<file path="config.mk">
export PLATFORM = sky130hd
export DESIGN_NAME = wrr_tenure_arb
export DESIGN_NICKNAME = d
export VERILOG_FILES = /design/src/rtl/arb_pkg.sv /design/src/rtl/rr_pick.sv /design/src/rtl/wrr_tenure_arb.sv
export SDC_FILE = /design/constraint.sdc
export NUM_CORES = 1
export LEC_CHECK = 0
export CAP_MARGIN = 20
export CORE_UTILIZATION = 50
export DETAILED_ROUTE_END_ITERATION = 7
export PLACE_DENSITY = 0.76
export SYNTH_ARGS = -nofsm -noshare
export SYNTH_HDL_FRONTEND = slang
export SYNTH_SLANG_ARGS = --single-unit
export TNS_END_PERCENT = 5
</file>
<file path="constraint.sdc">
create_clock -name clk -period 4.5 [get_ports clk]
set_input_delay 0.45 -clock clk [delete_from_list [all_inputs] [get_ports clk]]
set_output_delay 0.45 -clock clk [all_outputs]
set_load 0.03 [all_outputs]
</file>
<file path="src/rtl/arb_pkg.sv">
// Shared types and sizing helper for the weighted tenure arbiter.
// Types only; no latency or backpressure of its own.
package arb_pkg;

  typedef enum logic {IDLE = 1'b0, OWN = 1'b1} arb_state_e;

  // Index width with a floor of one bit so single-entry vectors still have a legal range.
  function automatic int idx_w(input int n);
    return (n < 2) ? 1 : $clog2(n);
  endfunction

endpackage

</file>
<file path="src/rtl/rr_pick.sv">
// Circular first-eligible search starting at pointer.
// Purely combinational, zero latency; no flow control.
module rr_pick
  import arb_pkg::*;
#(
  parameter int WIDTH = 4
) (
  input  logic [WIDTH-1:0]        eligible,
  input  logic [idx_w(WIDTH)-1:0] pointer,
  output logic                    found,
  output logic [idx_w(WIDTH)-1:0] index
);

  localparam int IW = idx_w(WIDTH);

  logic [IW-1:0] cand;

  // Walk from the farthest offset back to pointer so the nearest eligible entry wins.
  always_comb begin
    found = 1'b0;
    index = '0;
    cand  = '0;
    for (int k = WIDTH - 1; k >= 0; k--) begin
      cand = IW'((int'(pointer) + k) % WIDTH);
      if (eligible[cand]) begin
        found = 1'b1;
        index = cand;
      end
    end
  end

endmodule

</file>
<file path="src/rtl/wrr_tenure_arb.sv">
// Weighted round-robin arbiter; each grant is held until done, request drop or MAX_HOLD cycles.
// Grant one edge after request in IDLE, drops one edge after a release condition; owner holds via request.
module wrr_tenure_arb
  import arb_pkg::*;
#(
  parameter int WIDTH    = 4,
  parameter int WEIGHT_W = 4,
  parameter int MAX_HOLD = 16
) (
  input  logic                        clk,
  input  logic                        reset,
  input  logic [WIDTH-1:0]            request,
  input  logic [WIDTH*WEIGHT_W-1:0]   weight,
  input  logic                        done,
  output logic [WIDTH-1:0]            grant,
  output logic                        grant_valid,
  output logic [idx_w(WIDTH)-1:0]     grant_id,
  output logic                        timeout
);

  localparam int IW = idx_w(WIDTH);
  localparam int HW = $clog2(MAX_HOLD + 1);

  arb_state_e          state;
  logic [IW-1:0]       pointer;
  logic [WEIGHT_W-1:0] credit     [WIDTH];
  logic [WEIGHT_W-1:0] eff_credit [WIDTH];
  logic [HW-1:0]       hold;
  logic [WIDTH-1:0]    has_credit;
  logic [WIDTH-1:0]    eligible;
  logic                reload;
  logic                pick_found;
  logic [IW-1:0]       pick_idx;
  logic                owner_req;
  logic                hold_max;
  logic                release_now;

  // Reload happens in the same cycle as the pick, so the pick sees the refreshed credits.
  always_comb begin
    has_credit = '0;
    eligible   = '0;
    for (int i = 0; i < WIDTH; i++) begin
      has_credit[i] = request[i] && (credit[i] != '0);
    end
    reload = (state == IDLE) && (request != '0) && (has_credit == '0);
    for (int i = 0; i < WIDTH; i++) begin
      eff_credit[i] = credit[i];
      if (reload) begin
        eff_credit[i] = (weight[i*WEIGHT_W +: WEIGHT_W] == '0) ? WEIGHT_W'(1)
                                                             : weight[i*WEIGHT_W +: WEIGHT_W];
      end
      eligible[i] = request[i] && (eff_credit[i] != '0);
    end
  end

  rr_pick #(.WIDTH(WIDTH)) u_pick (
    .eligible (eligible),
    .pointer  (pointer),
    .found    (pick_found),
    .index    (pick_idx)
  );

  // grant_id equals the owner for the whole of OWN.
  assign owner_req   = request[grant_id];
  assign hold_max    = (hold == HW'(MAX_HOLD));
  assign release_now = done || !owner_req || hold_max;

  always_ff @(posedge clk or negedge reset) begin
    if (!reset) begin
      state       <= IDLE;
      pointer     <= '0;
      hold        <= '0;
      grant       <= '0;
      grant_valid <= 1'b0;
      grant_id    <= '0;
      timeout     <= 1'b0;
      for (int i = 0; i < WIDTH; i++) begin
        credit[i] <= '0;
      end
    end else begin
      timeout <= 1'b0;
      case (state)
        IDLE: begin
          if (pick_found) begin
            for (int i = 0; i < WIDTH; i++) begin
              credit[i] <= (IW'(i) == pick_idx && eff_credit[i] != '0) ? eff_credit[i] - 1'b1
                                                                       : eff_credit[i];
            end
            grant       <= WIDTH'(1) << pick_idx;
            grant_valid <= 1'b1;
            grant_id    <= pick_idx;
            pointer     <= (pick_idx == IW'(WIDTH - 1)) ? '0 : pick_idx + 1'b1;
            hold        <= HW'(1);
            state       <= OWN;
          end
        end
        OWN: begin
          if (release_now) begin
            grant       <= '0;
            grant_valid <= 1'b0;
            grant_id    <= '0;
            hold        <= '0;
            state       <= IDLE;
            timeout     <= hold_max && !done && owner_req;
          end else if (!hold_max) begin
            hold <= hold + 1'b1;
          end
        end
        default: state <= IDLE;
      endcase
    end
  end

endmodule

</file>
After elaboration in Yosys (flattened, before gate mapping)
Index checks and enable logic that the tools add are counted.

storage, ports and cells
  bits in registers = 32
  input port bits = 23
  output and inout bits = 8
  logic and storage cells = 122

operators by class
  add/sub/neg operators = 9
  $lt $le $gt $ge = 5
  equal/unequal tests = 8
  shift operators = 1
  muxes and demuxes = 49
  bitwise gates (word level) = 1
  reductions and logical operators = 38

operators with widths
  kind                 number
  $mux 4               14
  $reduce_bool 4->1    9
  $logic_not 4->1      5
  $logic_and 1x1->1    16
  $sub 4x1->4 const B  4
  $lt 2x3->1 const B   5
  $mux 1               15
  $mux 5               3
  $mux 2               7
  $bmux 1 s2           5
  $pmux 5 s2           1
  $pmux 4 s2           1
  $reduce_and 2->1     3
  $add 5x1->5 const B  1
  $eq 5x5->1 const B   1
  $add 2x1->2 const B  2
  $add 2x2->2 const B  2
  $eq 2x2->1 const A   2
  $pmux 1 s2           2
  $pmux 2 s2           1
  $shl 1x2->4 const A  1
  $ne 3x2->1 const B   1
  $eq 1x2->1 const A   1
  $eq 2x2->1 const B   1
  other kinds (6)      8

Depth between registers and ports, before layout
  word-level depth = 16
  depth in mapped cells = 18

By module
From an unflattened synthesis, not the netlist that was laid out.

unflattened totals
  cells, all modules = 268
  area total of the unflattened synthesis = 2,344.7 µm²

by module, submodules not included
  module          instances  cells an instance  area each (µm²)
  wrr_tenure_arb  1          255                2,267.2
  rr_pick         1          13                 77.6

Worst setup path after synthesis
Ideal clock, no wire load.

  kind = flip-flop to flip-flop
  start point = register credit[4] (netlist bit)
  end point = register credit[15] (netlist bit)
  setup time = 65 ps
  arrival = 4,365 ps
  path slack = 70 ps
  stages on the path, launching flop included = 19
  period minus slack after synthesis = 4,430 ps
  path through = dfrtp_1 -> or4_4 -> a211o_4 -> nor2_4 -> buf_2 -> mux2i_1 -> ha_1 -> inv_1 -> or3_1 -> o211ai_2 -> o22ai_1 -> nor3_1 -> inv_1 -> ha_1 -> and3_1 -> clkbuf_1 -> and3_1 -> o21ai_0 -> a22o_1

between the ends
  word-level cells in the longest chain between the ends = 16

RTL lines
  item                                  RTL line                                    source
  from (decl)                           wrr_tenure_arb.sv:26                        logic [WEIGHT_W-1:0] credit [WIDTH];
  from (signal, indexed assignment)     wrr_tenure_arb.sv:86                        credit[i] <= (IW'(i) == pick_idx && eff_credit[i] != '0) ? eff_credit[i] - 1'b1
  $reduce_bool 4->1                     wrr_tenure_arb.sv:43                        has_credit[i] = request[i] && (credit[i] != '0);
  $logic_and 1x1->1                     wrr_tenure_arb.sv:43
  $logic_not 4->1                       wrr_tenure_arb.sv:45                        reload = (state == IDLE) && (request != '0) && (has_credit == '0);
  $logic_and 1x1->1                     wrr_tenure_arb.sv:45
  $mux 4                                wrr_tenure_arb.sv:48                        if (reload) begin
  $reduce_bool 4->1 (on tied branches)  wrr_tenure_arb.sv:52, wrr_tenure_arb.sv:86
  $logic_and 1x1->1                     wrr_tenure_arb.sv:52                        eligible[i] = request[i] && (eff_credit[i] != '0);
  $bmux 1 s2                            rr_pick.sv:25                               if (eligible[cand]) begin
  $mux 1 (not written as such)          rr_pick.sv:25
  $mux 2 (4 in series)                  rr_pick.sv:25
  $logic_not 2->1                       wrr_tenure_arb.sv:86
  $logic_and 1x1->1                     wrr_tenure_arb.sv:86
  $mux 4                                wrr_tenure_arb.sv:86

Parallel ways exist; a longest one is shown, timed or not. The select of a mux whose other input is x is not followed.
A chain may end at the register's enable or synchronous reset.

Final worst setup path
  start point = register credit[5] (netlist bit)
  end point = register credit[7] (netlist bit)

between the ends
  word-level cells in the longest chain between the ends = 16

RTL lines
  item                                  RTL line
  $reduce_bool 4->1                     wrr_tenure_arb.sv:43
  $logic_and 1x1->1                     wrr_tenure_arb.sv:43
  $logic_not 4->1                       wrr_tenure_arb.sv:45
  $logic_and 1x1->1                     wrr_tenure_arb.sv:45
  $mux 4                                wrr_tenure_arb.sv:48
  $reduce_bool 4->1 (on tied branches)  wrr_tenure_arb.sv:52, wrr_tenure_arb.sv:86
  $logic_and 1x1->1                     wrr_tenure_arb.sv:52
  $bmux 1 s2                            rr_pick.sv:25
  $mux 1 (not written as such)          rr_pick.sv:25
  $mux 2 (4 in series)                  rr_pick.sv:25
  $eq 2x2->1                            wrr_tenure_arb.sv:86
  $logic_and 1x1->1                     wrr_tenure_arb.sv:86
  $mux 4                                wrr_tenure_arb.sv:86

Parallel ways exist; a longest one is shown, timed or not. The select of a mux whose other input is x is not followed.

==> impl_metrics.yaml <==
routing:
  drt_first_pass_iters: 4
  via_count: 2125
  drc: 0
  drt_iter0_drc: 131
  wire_per_inst_um: 16.33
  ant_nets: 0
  wl_um: 5748
  post_drt_via_cell_ratio: 6.037
floorplanning:
  num_io_pins: 31
  core_um2: 4384
  die-area_um2: 4872
  placementRows: 24
  dieHeight_um: 69.80
  initial_core_util_pct: 52.43
  fp.dieW_um: 69.80
global_route:
  grt_pass1_vias: 2025
  grt.overflow.total: 0
  grt_pass1_wl_um: 9577
  grt_antenna_before_repair: 0
  grt_start_max_net_pins: 33
  grtUsageTotal_pct: 24.84
worst_hold_path:
  whs_endpoint: "grant_valid"
  holdPathStages: 2
  worstHoldStart: "grant_valid"
  hp-class: "register to register"
placement:
  dpl_worst_slack_ps: -95.42
  routabilityCongestion: 0.8919
  hpwlAfterDp_um: 4360
  io_buffers: 30
  dp_cells: 344
clock_network:
  clock_sinks: 32
  cts_made_buffers: 5
  cts.clk_slew.worst_paths_ps: 70
  clk_latency_ps: 290
  max-clock-path-buffers: 2
  post_cts_buffers: 0
  postCtsResizedCells: 0
  hold_buffers: 0
  cts_root_buf: "clkbuf_8"
  htree_num_levels: 2
  cts_tree: "done"
setup_path:
  arrival_ps: 4530
  crit_slowest_cell: "or4_4"
  reg2reg_slack_ps: 160
  crit_path_max_fanout: 12
  r2r-end: "credit[7]"
  critPathKind: "register to register"
  start_kind: "register"
  r2r_start: "credit[5]"
  worst_path_largest_cell_delay_ps: 540
  reg2regPathDepth: 15
  worstPathCellList: "or4_4 -> a211o_4 -> nor2_4 -> buf_4 -> mux2i_1 -> ha_1 -> nand4_1 -> nand4_1 -> nand2_1 -> a311oi_4 -> ha_1 -> o211ai_1 -> nor3b_2 -> mux2i_1 -> a22o_1"
  critPathRequiredTime_ps: 4680
  crit_path_end_kind: "register"
yosys:
  synth_nets: 277
  netlist.area_leader.share_pct: 34.84
  avgSynthCellArea_um2: 9.420
  netlist_area_um2: 2298
  syn_inst: 244
  yosys-top-cells-area: "dfrtp_1 35%, mux2i_1 5.7%, ha_1 5.4%"
  synth-edff-count: 0
  synth_top_area_cell: "dfrtp_1"
  async_reset_ff_share_pct: 100.0
  yosysUniqueCellTypes: 57
  synth_flop_cell: "dfrtp_1"
  synth_seq_cells: 32
  ys_seq_area_share_pct: 34.84
  ys.warnings.count: 0
run_status:
  outcome: "finished, final reports clean"
power_and_ir_drop:
  irDropWorstVdd_mv: 0.3825
  p_leak_uw: 0.001215
  powerDensity_nw_per_um2: 609.7
timing:
  worst_pin_slew_ps: 511.2
  layout_setup_ws_ps: 157.4
  period_needed_ps: 4343
  setup_viol: 0
  skew_ps: 6.972
  max-slew-margin-rel_pct: 65.77
  rsz0062_at_grt: "true"
  min_period_over_period_pct: 96.50
  clock.fmax_ghz: 0.2303
  maxSlewViolCount: 0
  final_hold_viol_count: 0
final_layout:
  syn_to_final_growth_pct: 28.69
  n_antenna_cell: 0
  drive_above_1_share_pct: 20.67
  final_nets: 332
  fin_cells: 352
run:
  maxCapViolCount: 0
[per-layer routing]
layer / GRT usage, % / up-vias / wire length (um)
met2: 40.28 / 45 / 2689
met4: 7.333 / 0 / 71
met3: 4.070 / 7 / 243
li1: - / 1038 / -
met1: 34.18 / 1035 / 2744
met5: 0 / - / 0
[flip-flops by register name, summed over array words and instances, names as in the netlist]
register,cells
credit,16
pointer,2
timeout,1
grant,4
hold,5
state,1
grant_id,2
grant_valid,1
[cell usage in the layout (no fill, tap or decap), types with 3 or more instances in the layout]
master / instances
nand2b_1: 4
a22o_1: 9
nor2_1: 24
a21oi_1: 9
o21ai_0: 13
o22ai_1: 3
nand3_1: 4
o211ai_2: 4
inv_1: 7
clkdlybuf4s50_1: 30
buf_4: 27
mux2_2: 6
mux2i_1: 12
nand2_1: 21
clkbuf_8: 5
o41ai_1: 4
o211ai_1: 5
or3_1: 4
xnor2_1: 4
a31oi_1: 3
dfrtp_1: 32
nand4_1: 7
ha_1: 8
and3_1: 3
nor3_1: 8
[stage by stage]
| step | total power [uW] | area (um2) | hold WS [ps] | util, % | TNS (ps) |
|---|---|---|---|---|---|
| floorplan | 1194 | 2298 | 154.4 | - | 0 |
| global placement | 1469 | 2816 | 475.9 | 64.24 | 0 |
| detailed placement | 1493 | 2816 | 480.9 | 64.24 | -341.7 |
| CTS | 1778 | 2928 | 511.7 | 66.78 | 0 |
| global route | 1930 | 2958 | 536.3 | 67.47 | -84.37 |
| finish | 1803 | 2958 | 506.6 | 67.47 | 0 |
[cells in the mapped netlist, drive strengths merged, types with 2 or more instances]
cell,instances
a21boi,2
a21oi,10
a22o,9
a31oi,3
a41oi,2
and3,3
buf,6
clkbuf,3
dfrtp,32
ha,10
inv,7
mux2,6
mux2i,13
nand2,21
nand2b,4
nand3,4
nand4,7
nor2,25
nor3,9
nor3b,3
o2111ai,2
o211ai,9
o21ai,15
o22ai,3
o2bb2ai,2
o31ai,2
o41ai,4
or3,4
xnor2,4
xor2,2
[critical path, delay by kind of cell (launching register included)]
| kind | cells | cell delay, ps |
|---|---|---|
| AO/OA/AOI/OAI | 4 | 1230 |
| buffers and inverters | 1 | 220 |
| flip-flops | 1 | 420 |
| adder cells (fa/ha/maj) | 2 | 530 |
| AND/OR/NAND/NOR | 6 | 1460 |
| multiplexers | 2 | 360 |
[layout make-up]
type,count,area [um2]
fill,370,1426
tap,52,65.06
sequential,32,800.8
timing repair buffer,57,503.0
clock buffer,5,68.82
clock inverter,3,42.54
multi-input combinational,196,1451
inverter,7,26.28
[worst max path at each step]
stage	startpoint	to	slack, ps	depth (start not counted)
2_1_floorplan	credit[4]	credit[15]	70	18
6_report	credit[5]	credit[7]	160	15
3_5_place_dp	request[0]	credit[11]	-100	17
5_1_grt	credit[4]	credit[7]	-50	15
4_1_cts	credit[4]	credit[11]	100	15
3_3_place_gp	request[0]	credit[11]	10	17
[cell families (layout without fill, tap and decap cells)]
| group | after synthesis | after routing | share of synthesized area (%) |
|---|---|---|---|
| buf+inv | 16 | 72 | 3.321 |
| compound gates | 72 | 72 | 24.93 |
| fa+ha+maj | 10 | 10 | 5.444 |
| simple gates | 88 | 88 | 19.60 |
| xor+xnor | 6 | 6 | 2.286 |
| flops | 32 | 32 | 34.84 |
| mux | 20 | 20 | 9.580 |
[report_power, final]
| group | switching, uW | internal [uW] |
|---|---|---|
| clock | 112 | 164 |
| combinational | 508 | 465 |
| sequential | 145 | 410 |
(Power assumes the default switching activity.)
